$ cat src/rtl/charmap_writer.sv
// Character-map write engine: byte stream in, cursor tracking, screen clear, character RAM writes.
// Optional: define CHARMAP_WRITER_CLRLINE_EN to blank each new row entered via LF or end-of-row wrap.
module charmap_writer #(
  parameter int          COLS       = 64,
  parameter int          ROWS       = 32,
  parameter logic [7:0]  CLEAR_CHAR = 8'h20
) (
  input  logic        clk,
  input  logic        reset,
  input  logic        in_valid,
  input  logic [7:0]  in_data,
  output logic        in_ready,
  input  logic        clear_req,
  output logic        busy,
  output logic [11:0] chram_addr,
  output logic [7:0]  chram_din,
  output logic        chram_wr,
  output logic [5:0]  cursor_x,
  output logic [5:0]  cursor_y
);

`ifdef CHARMAP_WRITER_CLRLINE_EN
  typedef enum logic [2:0] {IDLE, ESC_X, ESC_Y, CLEAR, CLRLINE} state_t;
`else
  typedef enum logic [2:0] {IDLE, ESC_X, ESC_Y, CLEAR} state_t;
`endif

  localparam logic [5:0] COL_MAX = 6'(COLS - 1);
  localparam logic [5:0] ROW_MAX = 6'(ROWS - 1);

  state_t      state_q, state_d;
  logic [5:0]  cx_q, cx_d, cy_q, cy_d;
  logic [5:0]  clr_col_q, clr_col_d, clr_row_q, clr_row_d;
  logic        wr_q, wr_d, busy_q, busy_d;
  logic [11:0] addr_q, addr_d;
  logic [7:0]  din_q, din_d;
  logic        accept, start_clear;
  logic [5:0]  next_row;

  assign in_ready = (state_q == IDLE || state_q == ESC_X || state_q == ESC_Y)
                    && !clear_req && !reset;
  assign accept   = in_valid && in_ready;
  assign next_row = (cy_q == ROW_MAX) ? 6'd0 : cy_q + 6'd1;

  always_comb begin
    // NOTE: every _d gets a default first so no path can infer a latch.
    state_d     = state_q;
    cx_d        = cx_q;
    cy_d        = cy_q;
    clr_col_d   = clr_col_q;
    clr_row_d   = clr_row_q;
    wr_d        = 1'b0;
    busy_d      = busy_q;
    addr_d      = addr_q;
    din_d       = din_q;
    start_clear = clear_req && (state_q != CLEAR);

    case (state_q)
      IDLE: if (accept) begin
        case (in_data)
          8'h0A: begin
            cx_d = 6'd0;
            cy_d = next_row;
`ifdef CHARMAP_WRITER_CLRLINE_EN
            state_d   = CLRLINE;
            busy_d    = 1'b1;
            clr_row_d = next_row;
            clr_col_d = 6'd0;
`endif
          end
          8'h0D: cx_d = 6'd0;
          8'h08: if (cx_q != 6'd0) cx_d = cx_q - 6'd1;
          8'h0C: start_clear = 1'b1;
          8'h1B: state_d = ESC_X;
          default: begin
            wr_d   = 1'b1;
            addr_d = {cy_q, cx_q};
            din_d  = in_data;
            if (cx_q == COL_MAX) begin
              cx_d = 6'd0;
              cy_d = next_row;
`ifdef CHARMAP_WRITER_CLRLINE_EN
              state_d   = CLRLINE;
              busy_d    = 1'b1;
              clr_row_d = next_row;
              clr_col_d = 6'd0;
`endif
            end else begin
              cx_d = cx_q + 6'd1;
            end
          end
        endcase
      end
      ESC_X: if (accept) begin
        cx_d    = (in_data > {2'b00, COL_MAX}) ? COL_MAX : in_data[5:0];
        state_d = ESC_Y;
      end
      ESC_Y: if (accept) begin
        cy_d    = (in_data > {2'b00, ROW_MAX}) ? ROW_MAX : in_data[5:0];
        state_d = IDLE;
      end
      CLEAR: begin
        wr_d   = 1'b1;
        addr_d = {clr_row_q, clr_col_q};
        din_d  = CLEAR_CHAR;
        if (clr_col_q == COL_MAX) begin
          clr_col_d = 6'd0;
          if (clr_row_q == ROW_MAX) begin
            state_d = IDLE;
            busy_d  = 1'b0;
            cx_d    = 6'd0;
            cy_d    = 6'd0;
          end else begin
            clr_row_d = clr_row_q + 6'd1;
          end
        end else begin
          clr_col_d = clr_col_q + 6'd1;
        end
      end
`ifdef CHARMAP_WRITER_CLRLINE_EN
      CLRLINE: begin
        wr_d   = 1'b1;
        addr_d = {clr_row_q, clr_col_q};
        din_d  = CLEAR_CHAR;
        if (clr_col_q == COL_MAX) begin
          state_d = IDLE;
          busy_d  = 1'b0;
        end else begin
          clr_col_d = clr_col_q + 6'd1;
        end
      end
`endif
      default: state_d = IDLE;
    endcase

    // A clear request overrides anything decoded above, including a line clear in flight.
    if (start_clear) begin
      state_d   = CLEAR;
      busy_d    = 1'b1;
      clr_row_d = 6'd0;
      clr_col_d = 6'd0;
      wr_d      = 1'b0;
    end
  end

  // NOTE: sequential state uses non-blocking assignments only, so all flops update together.
  always_ff @(posedge clk or posedge reset) begin
    if (reset) begin
      state_q   <= IDLE;
      cx_q      <= 6'd0;
      cy_q      <= 6'd0;
      clr_col_q <= 6'd0;
      clr_row_q <= 6'd0;
      wr_q      <= 1'b0;
      busy_q    <= 1'b0;
      addr_q    <= 12'd0;
      din_q     <= 8'd0;
    end else begin
      state_q   <= state_d;
      cx_q      <= cx_d;
      cy_q      <= cy_d;
      clr_col_q <= clr_col_d;
      clr_row_q <= clr_row_d;
      wr_q      <= wr_d;
      busy_q    <= busy_d;
      addr_q    <= addr_d;
      din_q     <= din_d;
    end
  end

  assign chram_wr   = wr_q;
  assign chram_addr = addr_q;
  assign chram_din  = din_q;
  assign busy       = busy_q;
  assign cursor_x   = cx_q;
  assign cursor_y   = cy_q;

endmodule

$ cat config.mk
export PLATFORM = sky130hd
export DESIGN_NAME = charmap_writer
export DESIGN_NICKNAME = d
export VERILOG_FILES = /design/src/rtl/charmap_writer.sv
export SDC_FILE = /design/constraint.sdc
export NUM_CORES = 1
export LEC_CHECK = 0
export CORE_MARGIN = 3
export CORE_UTILIZATION = 40
export DETAILED_ROUTE_END_ITERATION = 10
export MAX_ROUTING_LAYER = met4
export SLEW_MARGIN = 25
export SYNTH_ARGS = -nofsm -noshare
export SYNTH_HDL_FRONTEND = slang
export SYNTH_SLANG_ARGS = --single-unit
$ cat constraint.sdc
create_clock -name clk -period 4.8 [get_ports clk]
set_input_delay 0.48 -clock clk [delete_from_list [all_inputs] [get_ports clk]]
set_output_delay 0.48 -clock clk [all_outputs]
set_load 0.03 [all_outputs]
==> results.toml <==
[yosys]
syn_area_sq_um = 2995
yosys_warnings = 0
synth_top_area_cell = "dfrtp_1"
ys_seq_area_frac = 0.4010
async_reset_ff_frac = 1.000
synth_cells = 305
synth_top_area_share = 0.4010
synth_area_leaders = "dfrtp_1, mux2_2, ha_1"
ys.flop_type = "dfrtp_1"
synth_cell_types = 59
synth_edf_count = 0
syn_avg_cell_area_sq_um = 9.821
ys_seq_elements = 48
synthesis.nets = 327

[clock_network]
htree_num_levels = 2
cts_buffer_depth = 2
cts_buffers = 5
post_cts_resized = 0
cts_tree = "done"
clk_latency_ns = 0.30
cts.clk_slew.worst_paths_ns = 0.10
cts-root-buf = "clkbuf_8"
cts_hold_buffers = 0
cts.sinks = 48
post-cts-setup-buffers = 0

[placement]
dpl.cell_count = 431
port_buffers = 46
place_congestion = 0.8731
hpwl_mm = 5.134

[die]
die_width_um = 92.54
core-area_sq_um = 7019
die_area_sq_um = 8563
die_y_um = 92.54
start_util = 0.4267
rows = 30
pin_count = 47

[global_route]
groute.usage.overall = 0.1834
antenna_found_initial = 0
overflow = 0
first_global_vias = 2449
grt_pass1_wl_mm = 12.28
grt_max_degree = 49

[finish]
drive_gt1_frac = 0.1574
nFillCells = 678
regArea_sq_um = 1201
multiInputGateArea_sq_um = 1673
finish.net_count = 364
final_common_cell = "dfrtp_1"
instances_no_fill = 439
area_growth_pct = 21.72
antennaDiodeCount = 0
final_cell_mix = "dfrtp_1, clkdlybuf4s50_1, mux2_2, nor2_1, o21ai_0"

[detailed_routing]
route.met2.wl_mm = 3.486
routedWlPerCell_um = 16.62
drtIter0Drc = 155
drc_errors = 0
antenna_left = 0
top_layer_used = "met4"
wl_met1_mm = 3.411
via_count = 2483
viasPerCell = 5.656
drt_wl_total_mm = 7.298
wl_met3_um = 282
dr.pass1.iters = 4

[sta]
fin_setup_tns_ns = 0
setup-violations-final = 0
period_minus_slack_ns = 2.899
slew_headroom = 0.3801
tightest_slew_ns = 0.9169
maxSlewViolCount = 0
rsz0062_at_grt = "no"
max_freq_mhz = 345.0
fin_crit_sh = 0.6039
hold_viol_final = 0
finClkSkew_ns = 0.01125

[critical_path]
crit_family = "compound AO/OA/AOI/OAI gates"
cp_max_fo = 20
slowest_delay_ns = 0.83
cpMaxStageDelayCell = "nor4b_1"
cp.arrival_ns = 3.08
crit_required_ns = 4.99
critPathKind = "primary input to register"
path_cells = "clkdlybuf4s50_1 -> nor4b_1 -> a21oi_2 -> a21oi_4 -> mux2_2"
worst_setup_path_end_kind = "register"
crit_buf_inv = 1
crit_path_start_kind = "primary input"

[power]
power_uw = 2266
ir_worst_vdd_mv = 0.3494
p_leak_uw = 0.001464
p_per_area_nw_per_um2 = 621.5

[run_status]
status = "completed"

[min_path]
hp-class = "register to register"

[run]
drv_cap = 0
==> final cells by class <==
type / count / area share
multi-input cells: 225 / 0.4588
flip-flops and latches: 48 / 0.3294
repair buffers: 48 / 0.1304
well taps: 96 / 0.03294
clock buffers: 6 / 0.02265
inverters: 14 / 0.01510
clock inverters: 2 / 0.01064
==> logic make-up (layout without fill, tap and decap cells) <==
group | count (synthesis) | count (layout) | share of synthesized area
XOR/XNOR | 7 | 7 | 0.02047
AO/OA/AOI/OAI | 77 | 77 | 0.1938
adder cells (fa/ha/maj) | 10 | 10 | 0.04177
multiplexers | 31 | 31 | 0.1153
AND/OR/NAND/NOR | 100 | 100 | 0.1834
flip-flops | 48 | 48 | 0.4010
buffers and inverters | 32 | 70 | 0.04428
==> flip-flops by register name, summed over array words and instances, names as in the netlist <==
signal and count:
chram_addr 12, chram_din 8, clr_col_q 6, clr_row_q 6, cursor_x 6, cursor_y 6
state_q 2, busy 1, chram_wr 1
==> path summary, 6_finish.rpt <==
| check | end | cells after the start | slack [ns] | startpoint |
|---|---|---|---|---|
| max reg2reg | cursor_y[0]$_DFFE_PP0P_ | 7 | 2.08 | state_q[0]$_DFFE_PP0P_ |
| min | busy$_DFFE_PP0P_ | 1 | 0.49 | busy$_DFFE_PP0P_ |
| max in group asynchronous | cursor_y[0]$_DFFE_PP0P_ | 2 | 3.68 | reset |
| min reg2reg | busy$_DFFE_PP0P_ | 1 | 0.49 | busy$_DFFE_PP0P_ |
| max | chram_addr[10]$_DFFE_PP0P_ | 5 | 1.90 | in_data[7] |
| min in group asynchronous | clr_col_q[3]$_DFFE_PP0P_ | 2 | 0.69 | reset |
==> worst reg2reg max path: cells and delay by family, from the launching register on <==
family | cells | cell delay, ns
simple gates | 3 | 0.93
fa+ha+maj | 1 | 0.21
mux | 1 | 0.38
buf+inv | 1 | 0.25
compound gates | 1 | 0.41
flops | 1 | 0.44
==> cells in the mapped netlist, drive strengths merged, types with 2 or more instances <==
library cell / instances
o31ai: 4
nor4b: 2
nor3: 11
a211oi: 4
a21oi: 7
inv: 14
xnor2: 5
a221oi: 2
nand3: 8
and3: 5
o21a: 2
a311o: 2
nor4: 5
a32o: 2
or2: 4
nand4b: 3
buf: 8
mux2i: 3
o21ai: 23
o221a: 3
mux2: 28
a211o: 3
dfrtp: 48
nand2: 19
nand3b: 2
a31oi: 4
xor2: 2
clkbuf: 10
ha: 10
or3: 3
nor2: 25
a21o: 2
a22o: 7
nand2b: 3
nor3b: 4
nand4: 3
==> routing by layer <==
layer	GRT usage	vias up
met5	-	-
met3	0.03006	8
li1	-	1208
met4	0.05198	0
met2	0.2846	64
met1	0.2486	1203
==> metrics by stage <==
step | worst slack [ns] | hold slack, ns | util | area, sq um
after CTS | 1.657 | 0.4928 | 0.5184 | 3638
after detailed placement | 1.346 | 0.4705 | 0.5011 | 3517
final | 1.901 | 0.4896 | 0.5194 | 3646
after global routing | 1.692 | 0.5292 | 0.5194 | 3646
after floorplan | 2.446 | 0.5173 | - | 2995
after global placement | 1.387 | 0.4630 | 0.5007 | 3515
==> power by group <==
group | internal [uW] | leakage (uW) | total (uW) | switching (uW)
Clock | 171 | 0.0000614 | 316 | 145
Sequential | 530 | 0.000619 | 668 | 138
Combinational | 576 | 0.000784 | 1280 | 706
Total | 1280 | 0.00146 | 2270 | 990
Note: power is estimated with default switching activity, not from simulation.
